### src/rtl/arm_mem_pkg.sv
// Shared types and defaults for the instruction/data memory arbiter.
package arm_mem_pkg;

    typedef enum logic [1:0] {
        IDLE = 2'd0,
        BUSY = 2'd1,
        RESP = 2'd2
    } state_e;

    typedef enum logic {
        OWN_I = 1'b0,
        OWN_D = 1'b1
    } owner_e;

    localparam int unsigned DEF_MAX_D_STREAK = 32'd4;
    localparam int unsigned DEF_TIMEOUT      = 32'd255;
    localparam logic [31:0] DEF_ERR_DATA     = 32'h0000_0000;

    // Width of the consecutive-data-grant counter; MAX_D_STREAK must fit in it.
    localparam int unsigned STREAK_W = 32'd8;

    // Watchdog counter width: wide enough for TIMEOUT, never narrower than 8 bits.
    function automatic int unsigned wd_width(input int unsigned timeout);
        int unsigned w;
        w = $clog2(timeout + 32'd1);
        return (w < 32'd8) ? 32'd8 : w;
    endfunction

endpackage

### src/rtl/mem_watchdog.sv
// Busy-cycle watchdog: counts access cycles without an acknowledge and flags
// the cycle on which the TIMEOUT-th such cycle is being spent.
module mem_watchdog
    import arm_mem_pkg::*;
#(
    parameter int unsigned TIMEOUT = DEF_TIMEOUT,
    parameter int unsigned CNT_W   = wd_width(TIMEOUT)
) (
    input  logic clk,
    input  logic reset,
    input  logic clr,
    input  logic en,
    output logic expired
);

    // Count value reached during the last permitted cycle without an ack.
    localparam logic [CNT_W-1:0] LAST = CNT_W'(TIMEOUT - 32'd1);

    logic [CNT_W-1:0] cnt_q;
    logic [CNT_W-1:0] cnt_d;

    // Next count: clear on a new access, step while waiting, hold at the limit.
    always_comb begin
        cnt_d = cnt_q;
        if (clr) begin
            cnt_d = {CNT_W{1'b0}};
        end else if (en && (cnt_q != LAST)) begin
            cnt_d = cnt_q + CNT_W'(1);
        end else begin
            cnt_d = cnt_q;
        end
    end

    // Counter register with synchronous reset.
    always_ff @(posedge clk) begin
        if (reset) begin
            cnt_q <= {CNT_W{1'b0}};
        end else begin
            cnt_q <= cnt_d;
        end
    end

    assign expired = (cnt_q == LAST);

endmodule

### src/rtl/mem_arbiter.sv
// Arbiter sharing one single-port memory between instruction fetch (I) and
// the data stage (D). Data wins contention until it has taken MAX_D_STREAK
// grants in a row while fetch waited; a watchdog aborts hung accesses.
module mem_arbiter
    import arm_mem_pkg::*;
#(
    parameter int unsigned MAX_D_STREAK = DEF_MAX_D_STREAK,
    parameter int unsigned TIMEOUT      = DEF_TIMEOUT,
    parameter logic [31:0] ERR_DATA     = DEF_ERR_DATA
) (
    input  logic        clk,
    input  logic        reset,
    input  logic        i_req,
    input  logic [31:0] i_addr,
    output logic [31:0] i_rdata,
    output logic        i_ready,
    input  logic        d_req,
    input  logic        d_we,
    input  logic [31:0] d_addr,
    input  logic [31:0] d_wdata,
    output logic [31:0] d_rdata,
    output logic        d_ready,
    output logic        mem_req,
    output logic        mem_we,
    output logic [31:0] mem_addr,
    output logic [31:0] mem_wdata,
    input  logic [31:0] mem_rdata,
    input  logic        mem_ack,
    output logic        stall_f,
    output logic        stall_m,
    output logic        bus_err
);

    localparam logic [STREAK_W-1:0] STREAK_MAX = STREAK_W'(MAX_D_STREAK);

    state_e              state_q,     state_d;
    owner_e              owner_q,     owner_d;
    logic [STREAK_W-1:0] d_streak_q,  d_streak_d;
    logic [31:0]         i_rdata_q,   i_rdata_d;
    logic [31:0]         d_rdata_q,   d_rdata_d;
    logic                i_ready_q,   i_ready_d;
    logic                d_ready_q,   d_ready_d;
    logic                bus_err_q,   bus_err_d;
    logic                mem_req_q,   mem_req_d;
    logic                mem_we_q,    mem_we_d;
    logic [31:0]         mem_addr_q,  mem_addr_d;
    logic [31:0]         mem_wdata_q, mem_wdata_d;

    logic grant_d_s;
    logic wd_clr_s;
    logic wd_en_s;
    logic wd_expired_s;

    // Any pending request in IDLE produces a grant, so that is when the
    // watchdog restarts; it then counts every BUSY cycle that has no ack.
    assign wd_clr_s = (state_q == IDLE) && (i_req || d_req);
    assign wd_en_s  = (state_q == BUSY) && !mem_ack;

    mem_watchdog #(
        .TIMEOUT (TIMEOUT)
    ) u_watchdog (
        .clk     (clk),
        .reset   (reset),
        .clr     (wd_clr_s),
        .en      (wd_en_s),
        .expired (wd_expired_s)
    );

    // Arbitration, access FSM and next values of every registered output.
    always_comb begin
        state_d     = state_q;
        owner_d     = owner_q;
        d_streak_d  = d_streak_q;
        i_rdata_d   = i_rdata_q;
        d_rdata_d   = d_rdata_q;
        i_ready_d   = 1'b0;
        d_ready_d   = 1'b0;
        bus_err_d   = 1'b0;
        mem_req_d   = mem_req_q;
        mem_we_d    = mem_we_q;
        mem_addr_d  = mem_addr_q;
        mem_wdata_d = mem_wdata_q;
        grant_d_s   = 1'b0;

        case (state_q)
            IDLE: begin
                // Data goes first unless fetch is waiting and data has used up its streak.
                grant_d_s = d_req && (!i_req || (d_streak_q != STREAK_MAX));
                if (grant_d_s) begin
                    state_d     = BUSY;
                    owner_d     = OWN_D;
                    mem_req_d   = 1'b1;
                    mem_we_d    = d_we;
                    mem_addr_d  = d_addr;
                    mem_wdata_d = d_wdata;
                    if (!i_req) begin
                        d_streak_d = {STREAK_W{1'b0}};
                    end else if (d_streak_q != STREAK_MAX) begin
                        d_streak_d = d_streak_q + STREAK_W'(1);
                    end else begin
                        d_streak_d = d_streak_q;
                    end
                end else if (i_req) begin
                    state_d     = BUSY;
                    owner_d     = OWN_I;
                    mem_req_d   = 1'b1;
                    mem_we_d    = 1'b0;
                    mem_addr_d  = i_addr;
                    mem_wdata_d = 32'h0000_0000;
                    d_streak_d  = {STREAK_W{1'b0}};
                end else begin
                    state_d = IDLE;
                end
            end

            BUSY: begin
                // An ack on the expiry cycle is still a normal completion.
                if (mem_ack || wd_expired_s) begin
                    state_d     = RESP;
                    mem_req_d   = 1'b0;
                    mem_we_d    = 1'b0;
                    mem_addr_d  = 32'h0000_0000;
                    mem_wdata_d = 32'h0000_0000;
                    i_ready_d   = (owner_q == OWN_I);
                    d_ready_d   = (owner_q == OWN_D);
                    bus_err_d   = !mem_ack;
                    if (!mem_ack) begin
                        if (owner_q == OWN_I) begin
                            i_rdata_d = ERR_DATA;
                        end else begin
                            d_rdata_d = ERR_DATA;
                        end
                    end else if (!mem_we_q) begin
                        if (owner_q == OWN_I) begin
                            i_rdata_d = mem_rdata;
                        end else begin
                            d_rdata_d = mem_rdata;
                        end
                    end else begin
                        // Stores complete without touching the read-data register.
                        d_rdata_d = d_rdata_q;
                    end
                end else begin
                    state_d = BUSY;
                end
            end

            RESP: begin
                state_d = IDLE;
            end

            default: begin
                state_d     = IDLE;
                mem_req_d   = 1'b0;
                mem_we_d    = 1'b0;
                mem_addr_d  = 32'h0000_0000;
                mem_wdata_d = 32'h0000_0000;
            end
        endcase
    end

    // State and output registers; reset abandons any access in flight.
    always_ff @(posedge clk) begin
        if (reset) begin
            state_q     <= IDLE;
            owner_q     <= OWN_I;
            d_streak_q  <= {STREAK_W{1'b0}};
            i_rdata_q   <= 32'h0000_0000;
            d_rdata_q   <= 32'h0000_0000;
            i_ready_q   <= 1'b0;
            d_ready_q   <= 1'b0;
            bus_err_q   <= 1'b0;
            mem_req_q   <= 1'b0;
            mem_we_q    <= 1'b0;
            mem_addr_q  <= 32'h0000_0000;
            mem_wdata_q <= 32'h0000_0000;
        end else begin
            state_q     <= state_d;
            owner_q     <= owner_d;
            d_streak_q  <= d_streak_d;
            i_rdata_q   <= i_rdata_d;
            d_rdata_q   <= d_rdata_d;
            i_ready_q   <= i_ready_d;
            d_ready_q   <= d_ready_d;
            bus_err_q   <= bus_err_d;
            mem_req_q   <= mem_req_d;
            mem_we_q    <= mem_we_d;
            mem_addr_q  <= mem_addr_d;
            mem_wdata_q <= mem_wdata_d;
        end
    end

    assign i_rdata   = i_rdata_q;
    assign i_ready   = i_ready_q;
    assign d_rdata   = d_rdata_q;
    assign d_ready   = d_ready_q;
    assign bus_err   = bus_err_q;
    assign mem_req   = mem_req_q;
    assign mem_we    = mem_we_q;
    assign mem_addr  = mem_addr_q;
    assign mem_wdata = mem_wdata_q;

    // Hazard-unit stalls: a requester is held until its completion pulse.
    assign stall_f = i_req & ~i_ready_q;
    assign stall_m = d_req & ~d_ready_q;

endmodule

### config.mk
export PLATFORM = sky130hd
export DESIGN_NAME = mem_arbiter
export DESIGN_NICKNAME = d
export VERILOG_FILES = /design/src/rtl/arm_mem_pkg.sv /design/src/rtl/mem_watchdog.sv /design/src/rtl/mem_arbiter.sv
export SDC_FILE = /design/constraint.sdc
export NUM_CORES = 1
export LEC_CHECK = 0
export CORE_AREA = 2 2 118 120
export CTS_BUF_LIST = sky130_fd_sc_hd__clkbuf_8 sky130_fd_sc_hd__clkbuf_16
export CTS_CLUSTER_SIZE = 25
export DETAILED_ROUTE_END_ITERATION = 10
export DIE_AREA = 0 0 120 122
export PLACE_DENSITY_LB_ADDON = 0.08
export SYNTH_ARGS = -nofsm -noshare
export SYNTH_HDL_FRONTEND = slang
export SYNTH_HIERARCHICAL = 1
export SYNTH_SLANG_ARGS = --single-unit
### constraint.sdc
create_clock -name clk -period 4.4 [get_ports clk]
set_clock_uncertainty 0.2 [all_clocks]
set_input_delay 0.88 -clock clk [delete_from_list [all_inputs] [get_ports clk]]
set_output_delay 0.88 -clock clk [all_outputs]
set_load 0.01 [all_outputs]
# After elaboration in Yosys (flattened, before gate mapping)
# Cells that the tools add are included.
op_classes:
  n_addsub: 2
  n_mul: 0
  n_div: 0
  magnitude_cmp: 0
  n_eq_ne: 11
  shifts: 0
  mux: 31
  bitwise_logic: 8
  n_reduce_logical: 20
ops:
  columns: ["operator", "n"]
  rows:
  - ["$mux 32", 13]
  - ["$pmux 32 s3", 2]
  - ["$mux 8", 4]
  - ["$add 8x1->8 const B", 2]
  - ["$reduce_and 5->1", 2]
  - ["$eq 8x8->1 const B", 1]
  - ["$mux 1", 8]
  - ["$ne 8x3->1 const B", 1]
  - ["$ne 8x8->1 const B", 1]
  - ["$ne 3x2->1 const B", 2]
  - ["$not 1->1", 6]
  - ["$pmux 1 s3", 2]
  - ["$reduce_and 3->1", 2]
  - ["$reduce_bool 2->1", 3]
  - ["$logic_and 1x1->1", 4]
  - ["$ne 2x1->1 const B", 2]
  - ["$ne 2x2->1 const B", 2]
  - ["$pmux 2 s2", 1]
  - ["$logic_or 1x1->1", 3]
  - ["$reduce_or 3->1", 1]
  - ["$and 1x1->1", 2]
  - ["$eq 2x1->1 const B", 1]
  - ["$eq 2x2->1 const B", 1]
  - ["$logic_not 1->1", 2]
  - ["4 further kinds", 4]
totals:
  ff_bits: 152
  latchBits: 0
  ramBits: 0
  romBits: 0
  inputBits: 134
  out_inout_bits: 135
  elab_cells: 85
  memories: 0

# Longest topological paths before layout
# Gate-level depths: netlist (run 1).
logic_depth:
  ltp_word: 5
  ltp_mapped: 10

# Hierarchy
# The synthesis (run 1) kept the hierarchy.
by_module_without_submodules:
  columns: ["mod", "n_inst", "cells_per_inst", "area_per_inst_um2", "seq_area_each_um2"]
  rows:
  - ["mem_arbiter", 1, 567, 5367.6, 2882.8]
  - ["mem_watchdog", 1, 50, 431.7, 160.2]

# Worst setup path before layout (run 1)
# OpenSTA, ideal clock, no wires.
synth_path:
  kind: "input port to flip-flop"
  startpoint: "input port i_req"
  endpoint: "register u_watchdog.cnt_q[5]"
  setup_ns: 0.101
  arrival_ns: 2.252
  t_required_ns: 4.099
  setup_slack_ns: 1.847
  cell_stages: 6
  path_cell_list: "buf_2 or2_2 nand2_1 inv_1 or2_2 o41ai_1"
synth_via:
  elab_chain_len: 3
synth_lines:
  columns: ["item", "line_no", "text"]
  rows:
  - ["start: declaration", "mem_arbiter.sv:13", "input logic i_req,"]
  - ["$logic_or 1x1->1", "mem_arbiter.sv:56", "assign wd_clr_s = (state_q == IDLE) && (i_req || d_req);"]
  - ["$logic_and 1x1->1", "mem_arbiter.sv:56", null]
  - ["named net wd_clr_s", "mem_arbiter.sv:50", "logic wd_clr_s;"]
  - ["$reduce_or 2->1 (no line)", null, null]
  - ["end signal: assignment", "mem_watchdog.sv:37", "cnt_q <= {CNT_W{1'b0}};"]
  - ["end signal: assignment", "mem_watchdog.sv:39", "cnt_q <= cnt_d;"]
  - ["end: declaration", "mem_watchdog.sv:19", "logic [CNT_W-1:0] cnt_q;"]
# The timed path passes the listed nets, and every way through them passes these cells.
# A chain may end at the register's enable or synchronous reset.

# Final worst setup path (run 1)
layout_path:
  startpoint: "input port i_req"
  endpoint: "output port stall_f"
layout_via:
  elab_chain_len: 1
layout_lines:
  columns: ["item", "line_no", "text"]
  rows:
  - ["$and 1x1->1", "mem_arbiter.sv:204", "assign stall_f = i_req & ~i_ready_q;"]
  - ["end: declaration", "mem_arbiter.sv:29", "output logic stall_f,"]
# No other way between the ends.

==> summary.md, run 1 <==
| Metric | Value |
|---|---|
| Status | finished clean |
| Core Region | 13500 sq um |
| CP required | 3.32 ns |
| Critical Path Fanout Max | 8 |
| Drt drc | 0 |
| Most used cell, CP | clkdlybuf4s50_1 |
| Area leader, netlist | dfxtp_1 |
| Width of the die | 120 microns |
| DP Worst Slack | 0.9272 ns |
| Num ports | between 200 and 300 |
| Placer congestion estimate | 0.8697 |
| Netlist cell types | 48 |
| F_max | a little under 0.3 GHz |
| Fin. Hold Viols | 0 |
| Reg clk slew, reported paths | 0.05 ns |
| Number of antenna diodes | 0 |
| TritonCTS Buffers | 17 |
| Slowest cell on crit path | clkdlybuf4s50_1 |
| I/O Buffers | 268 |
| R2R setup slack | between 1.5 and 2 ns |
| Mean post-synth cell area | 9.399 sq um |
| Share of layout cells above drive strength 1 | 5.909% |
| Post-CTS Resized | 0 |
| Async SR Flop Fraction | 0% |
| Setup CP Type | input port to primary output |
| EDFF count, synth | 0 |
| Number of global-route vias before repair | 5430 |
| Root buffer cell | clkbuf_16 |
| # clock sinks | 152 |
| Fin nets | approximately 1.0k |
| Critical Path AT | 2.39 ns |
| CP Cell Sequence | clkdlybuf4s50_1, inv_1, nor2_1, clkdlybuf4s50_1 |
| Post-synth top area share | around 52% |
| Grt total ovfl | 0 |
| Clock buffer depth | 2 |
| CP Capture Type | primary output |
| Worst-Margin Slew | between 0.8 and 0.9 ns |
| Fin crit period | 3.468 ns |
| Initial Util | 42.94% |
| Worst-Skew Late Latency | 0.42 ns |
| Final HPWL DP | 12500 microns |
| Leakage | 3.545 nW |
| CP startpoint kind | input port |
| Max-cap violation count | 0 |
| Drt wl/cell | about 17 microns |
| Global Route Usage Sum | 23.57% |
| Pin count of the biggest net entering global routing | 84 |
| Worst setup path start | i_req |
| Power Dens Cells | around 370 nW/um^2 |
| Crit path largest cell delay | 0.66 ns |
| Min-delay src | d_rdata[5]$_SDFFE_PP0P_ |
| Primary FF master, synth | dfxtp_1 |
| Routed Antenna Nets | 0 |
| Initial antenna violation count | 0 |
| Chip height | between 100 and 150 microns |
| RR Startpoint | u_watchdog/cnt_q[0]$_SDFFE_PP0P_ |
| Via count | 5657 |
| Fin. max-slew vios | 0 |
| Sequential share of the synthesized area | 52.47% |
| Hold Crit Class | flop to flop |
| Setup TNS | 0 ns |
| Setup ws final | 0.9322 ns |
| Vias/cell | between 5 and 6 |
| Synth area leaders | dfxtp_1 (52%), a22o_1 (9.7%), a21oi_1 (6.5%) |
| Total wire length | 17630 microns |
| Hold Buf Count CTS | 0 |
| Slew headroom | 40.75% |
| Die area | 14640 sq um |
| Crit share post-route | 78.81% |
| Initial drt markers | 336 |
| Yosys warning count | 6 |
| TritonRoute pass-1 iters | 7 |
| Post-CTS Setup Bufs | 0 |
| Yosys reg bits | 152 |
| Site Rows | 43 |
| TritonCTS clock tree | built |
| First-pass GRT wire length | 27320 microns |
| Synth Instances | 617 |
| Synth-to-layout area growth | 57.95% |
| Syn Std Cell Area | 5799 sq um |
| Final setup vio count | 0 |
| Peak VDD IR | roughly 0.00021 V |
| H-tree levels | 4 |
| RSZ-0062 raised after global routing | no |
| Syn_nets | 755 |
## worst paths after layout
kind / end / depth (start not counted)
min reg2reg: d_rdata[5]$_SDFFE_PP0P_ / 2
max reg2reg: i_rdata[9]$_SDFFE_PP0P_ / 9
max: stall_f / 4
min: d_rdata[5]$_SDFFE_PP0P_ / 2
## power breakdown
group          internal, mW  switching [mW]  leakage [nW]
Sequential             1.44          0.0393          1.24
Clock                 0.867           0.545         0.299
Combinational         0.277           0.207          2.01
Total                  2.59           0.791          3.54
## cells in the final DEF (no fill, tap or decap), types with 9 or more instances in the layout
master,count
a21o_1,32
a21oi_1,75
a22o_1,64
buf_4,9
clkbuf_16,17
clkdlybuf4s50_1,266
dfxtp_1,152
inv_1,12
nand2_1,77
nand3_1,70
nor2_1,20
## cells by family (layout without fill, tap and decap cells)
logic type               after synthesis  after routing  share of synthesized area, %
AO/OA/AOI/OAI                        203            203                         25.09
multiplexers                           4              4                        0.6904
flip-flops                           152            152                         52.47
AND/OR/NAND/NOR                      198            198                         16.31
adder cells (fa/ha/maj)                4              4                        0.8630
buffers and inverters                 56            319                         4.574
## synth_stat cells (4+ instances only)
library cell and instances:
a211oi_1 5, a21o_1 32, a21oi_1 75, a22o_1 64, a31oi_1 5, buf_1 4
buf_2 11, buf_6 4, clkbuf_1 25, dfxtp_1 152, ha_1 4, inv_1 9
mux2i_1 4, nand2_1 77, nand3_1 70, nor2_1 20, or3_1 5
## critical path: cells and delay by family
kind                   cells  cell delay [ns]
buffers and inverters      3             1.35
AND/OR/NAND/NOR            1             0.16
## state kept, by name, indices dropped and copies added, names as in the netlist, 2 cells and up
signal / cells
d_rdata: 32
d_streak_q: 8
i_rdata: 32
mem_addr: 32
mem_wdata: 32
state_q: 2
u_watchdog/cnt_q: 8
## per-layer routing
layer | part of all wire, % | wire (microns) | GRT usage (%)
met1 | 39 | 6916 | 27.26
met2 | 50 | 8771 | 39.74
met4 | 2.2 | 390 | 9.338
met3 | 8.8 | 1556 | 8.614
met5 | 0 | 0 | 0
## stage by stage
step                      power, mW  area, sq um  util (%)  hold WS (ns)  std cells
after floorplan               1.704         5799         -        0.2468        617
after global placement        1.984         8584     63.57        0.2371       1028
after detailed placement      1.995         8584     63.57        0.2482       1028
after global routing          3.504         9160     67.83        0.2713       1060
final                         3.377         9160     67.83        0.2516       1060
after CTS                     3.406         9160     67.83        0.2561       1060
## area by class of cell
class	count	area (sq um)
fillers	1084	4344
well taps	180	225.2
flip-flops and latches	152	3043
multi-input cells	409	2522
clock inverters	12	108.9
inverters	9	33.78
clock buffers	20	466.7
repair buffers	278	2760
(Power assumes the default switching activity.)
==> run 2: changes to the inputs <==
--- a/config.mk
+++ b/config.mk
@@ -5,11 +5,11 @@
 export SDC_FILE = /design/constraint.sdc
 export NUM_CORES = 1
 export LEC_CHECK = 0
-export CORE_AREA = 2 2 118 120
+export CORE_AREA = 2 2 129 131
 export CTS_BUF_LIST = sky130_fd_sc_hd__clkbuf_8 sky130_fd_sc_hd__clkbuf_16
 export CTS_CLUSTER_SIZE = 25
 export DETAILED_ROUTE_END_ITERATION = 10
-export DIE_AREA = 0 0 120 122
+export DIE_AREA = 0 0 131 133
 export PLACE_DENSITY_LB_ADDON = 0.08
 export SYNTH_ARGS = -nofsm -noshare
 export SYNTH_HDL_FRONTEND = slang
==> constraint.sdc (replaced) <==
create_clock -name clk -period 2.95 [get_ports clk]
set_clock_uncertainty 0.2 [all_clocks]
set_input_delay 0.59 -clock clk [delete_from_list [all_inputs] [get_ports clk]]
set_output_delay 0.59 -clock clk [all_outputs]
set_load 0.01 [all_outputs]
==> summary.md, run 2 (synthesized netlist as in run 1, its figures left out) <==
| Metric | Value |
|---|---|
| Site Rows | 47 |
| Part of the power in the clock network | 41.9% |
| Initial drt markers | just over 300 |
| Critical Path AT | 1.91 ns |
| Total wire length | 17890 microns |
| Util after Layout | about 57% |
| Grt total ovfl | 0 |
| Clock buffer depth | 2 |
| Slew headroom | 61.25% |
| Setup CP Type | input port to primary output |
| CP required | 2.16 ns |
| Final setup vio count | 0 |
| Initial Util | 35.86% |
| Max-cap violation count | 0 |
| Hold Buf Count CTS | 0 |
| Fillers | 1400 |
| Die area | 17420 sq um |
| Sw Pwr | approximately 1.2 mW |
| Flop pwr share | 43.6% |
| Gate power share | 14.4% |
| Fin. Hold Viols | 0 |
| TritonRoute pass-1 iters | 4 |
| Chip height | 133 microns |
| Commonest non-fill, non-tap cells in the layout | clkdlybuf4s50_1 (266), dfxtp_1 (152), nand2_1 (77) |
| Sequential cell area | 3043 sq um |
| TritonCTS clock tree | built |
| Width of the die | 131 microns |
| H-tree levels | 4 |
| Final HPWL DP | 12550 microns |
| Cell Int Power | just under 4 mW |
| CP Capture Type | primary output |
| Drt drc | 0 |
| Worst-Margin Slew | 0.5785 ns |
| Pin count of the biggest net entering global routing | 66 |
| Post-CTS Resized | 0 |
| Drt wl/cell | 16.26 microns |
| Peak VDD IR | around 0.00038 V |
| Reg clk slew, reported paths | about 0.060 ns |
| Leakage | 3.548 nW |
| Core Region | between 15000 and 20000 sq um |
| Finished Cell Area | 9249 sq um |
| Synth-to-layout area growth | 59.48% |
| First-pass GRT wire length | 27570 microns |
| Placer congestion estimate | 0.8197 |
| Number of global-route vias before repair | 5409 |
| Fin. max-slew vios | 0 |
| Initial antenna violation count | 0 |
| Vias/cell | approximately 5 |
| Commonest non-fill, non-tap cell in the layout | clkdlybuf4s50_1 |
| Via count | about 5.6k |
| Crit share post-route | 91.37% |
| Worst-Skew Late Latency | a little over 0.4 ns |
| Fin nets | 1008 |
| Global Route Usage Sum | 20.24% |
| Setup TNS | 0 ns |
| Routed Antenna Nets | 0 |
| TritonCTS Buffers | 17 |
| Switching Fraction | between 20% and 30% |
| Fin crit period | 2.695 ns |
| Multi-input logic area | between 2000 and 3000 sq um |
| Critical Path Fanout Max | 7 |
| # clock sinks | around 150 |
| I/O Buffers | 268 |
| Num ports | 269 |
| Power Dens Cells | 547.7 nW/um^2 |
| Status | finished clean |
| Post-CTS Setup Bufs | 0 |
| Share of layout cells above drive strength 1 | 6.136% |
| Number of antenna diodes | 0 |
| Hold Crit Class | flop to flop |
| F_max | between 0.3 and 0.4 GHz |
| CP startpoint kind | input port |
| RSZ-0062 raised after global routing | no |
| Root buffer cell | clkbuf_16 |
| Area post-placement | between 8000 and 9000 sq um |
==> run 2: changes by cell type in the layout (fill, tap and decap cells not counted), sizes merged <==
cell / previous run / this run
buf: 12 / 15
clkinv: 6 / 4
inv: 12 / 10
clkbuf: 20 / 21
==> run 2: final timing paths <==
check             cells past startpoint                         to                        startpoint  slack [ns]
setup reg to reg                      9  mem_addr[15]$_SDFFE_PP0P_  u_watchdog/cnt_q[0]$_SDFFE_PP0P_        0.42
hold reg to reg                       2    d_rdata[3]$_SDFFE_PP0P_           d_rdata[3]$_SDFFE_PP0P_        0.25
hold / removal                        2    d_rdata[3]$_SDFFE_PP0P_           d_rdata[3]$_SDFFE_PP0P_        0.25
setup / recovery                      4                    stall_m                             d_req        0.25
==> run 2: per-stage QoR <==
stage | setup slack, ns | std cells | hold WS (ns) | power [mW]
6_report | 0.2547 | 1100 | 0.2522 | 5.066
5_1_grt | 0.1712 | 1100 | 0.2705 | 5.281
4_1_cts | 0.2396 | 1100 | 0.2548 | 5.132
3_5_place_dp | 0.1734 | 1071 | 0.2466 | 2.986
3_3_place_gp | 0.2371 | 1071 | 0.2424 | 2.976
2_1_floorplan | 0.6545 | 617 | 0.2468 | 2.542
==> run 2: worst max-delay path, stage by stage <==
cell and delay [ns]:
clkdlybuf4s50_1 0.58, inv_1 0.09, nor2_1 0.11, clkdlybuf4s50_1 0.54
==> run 2: final cells by class <==
cell class	instances	share of cell area [%]
inverter	9	0.3653
tap	220	2.976
clock inverter	8	1.069
clock buffer	21	5.195
multi-input combinational	409	27.27
sequential	152	32.90
timing repair buffer	281	30.22
==> run 2: power groups by stage <==
| stage | Combinational, mW | Sequential, mW | Clock [mW] |
|---|---|---|---|
| 2_1_floorplan | 0.257 | 2.28 | 0 |
| 3_3_place_gp | 0.725 | 2.25 | 0 |
| 3_5_place_dp | 0.734 | 2.25 | 0 |
| 4_1_cts | 0.737 | 2.21 | 2.18 |
| 5_1_grt | 0.785 | 2.22 | 2.28 |
| 6_report | 0.730 | 2.21 | 2.12 |
==> run 2: per-layer routing <==
layer / track usage, % / vias to the layer above / share of wire, % / wire, microns
li1: - / 2730 / - / -
met1: 23.51 / 2630 / 41 / 7246
met2: 33.74 / 216 / 48 / 8660
met3: 7.764 / 24 / 9.1 / 1624
met4: 7.210 / 0 / 2.0 / 355
met5: 0 / - / 0 / 0
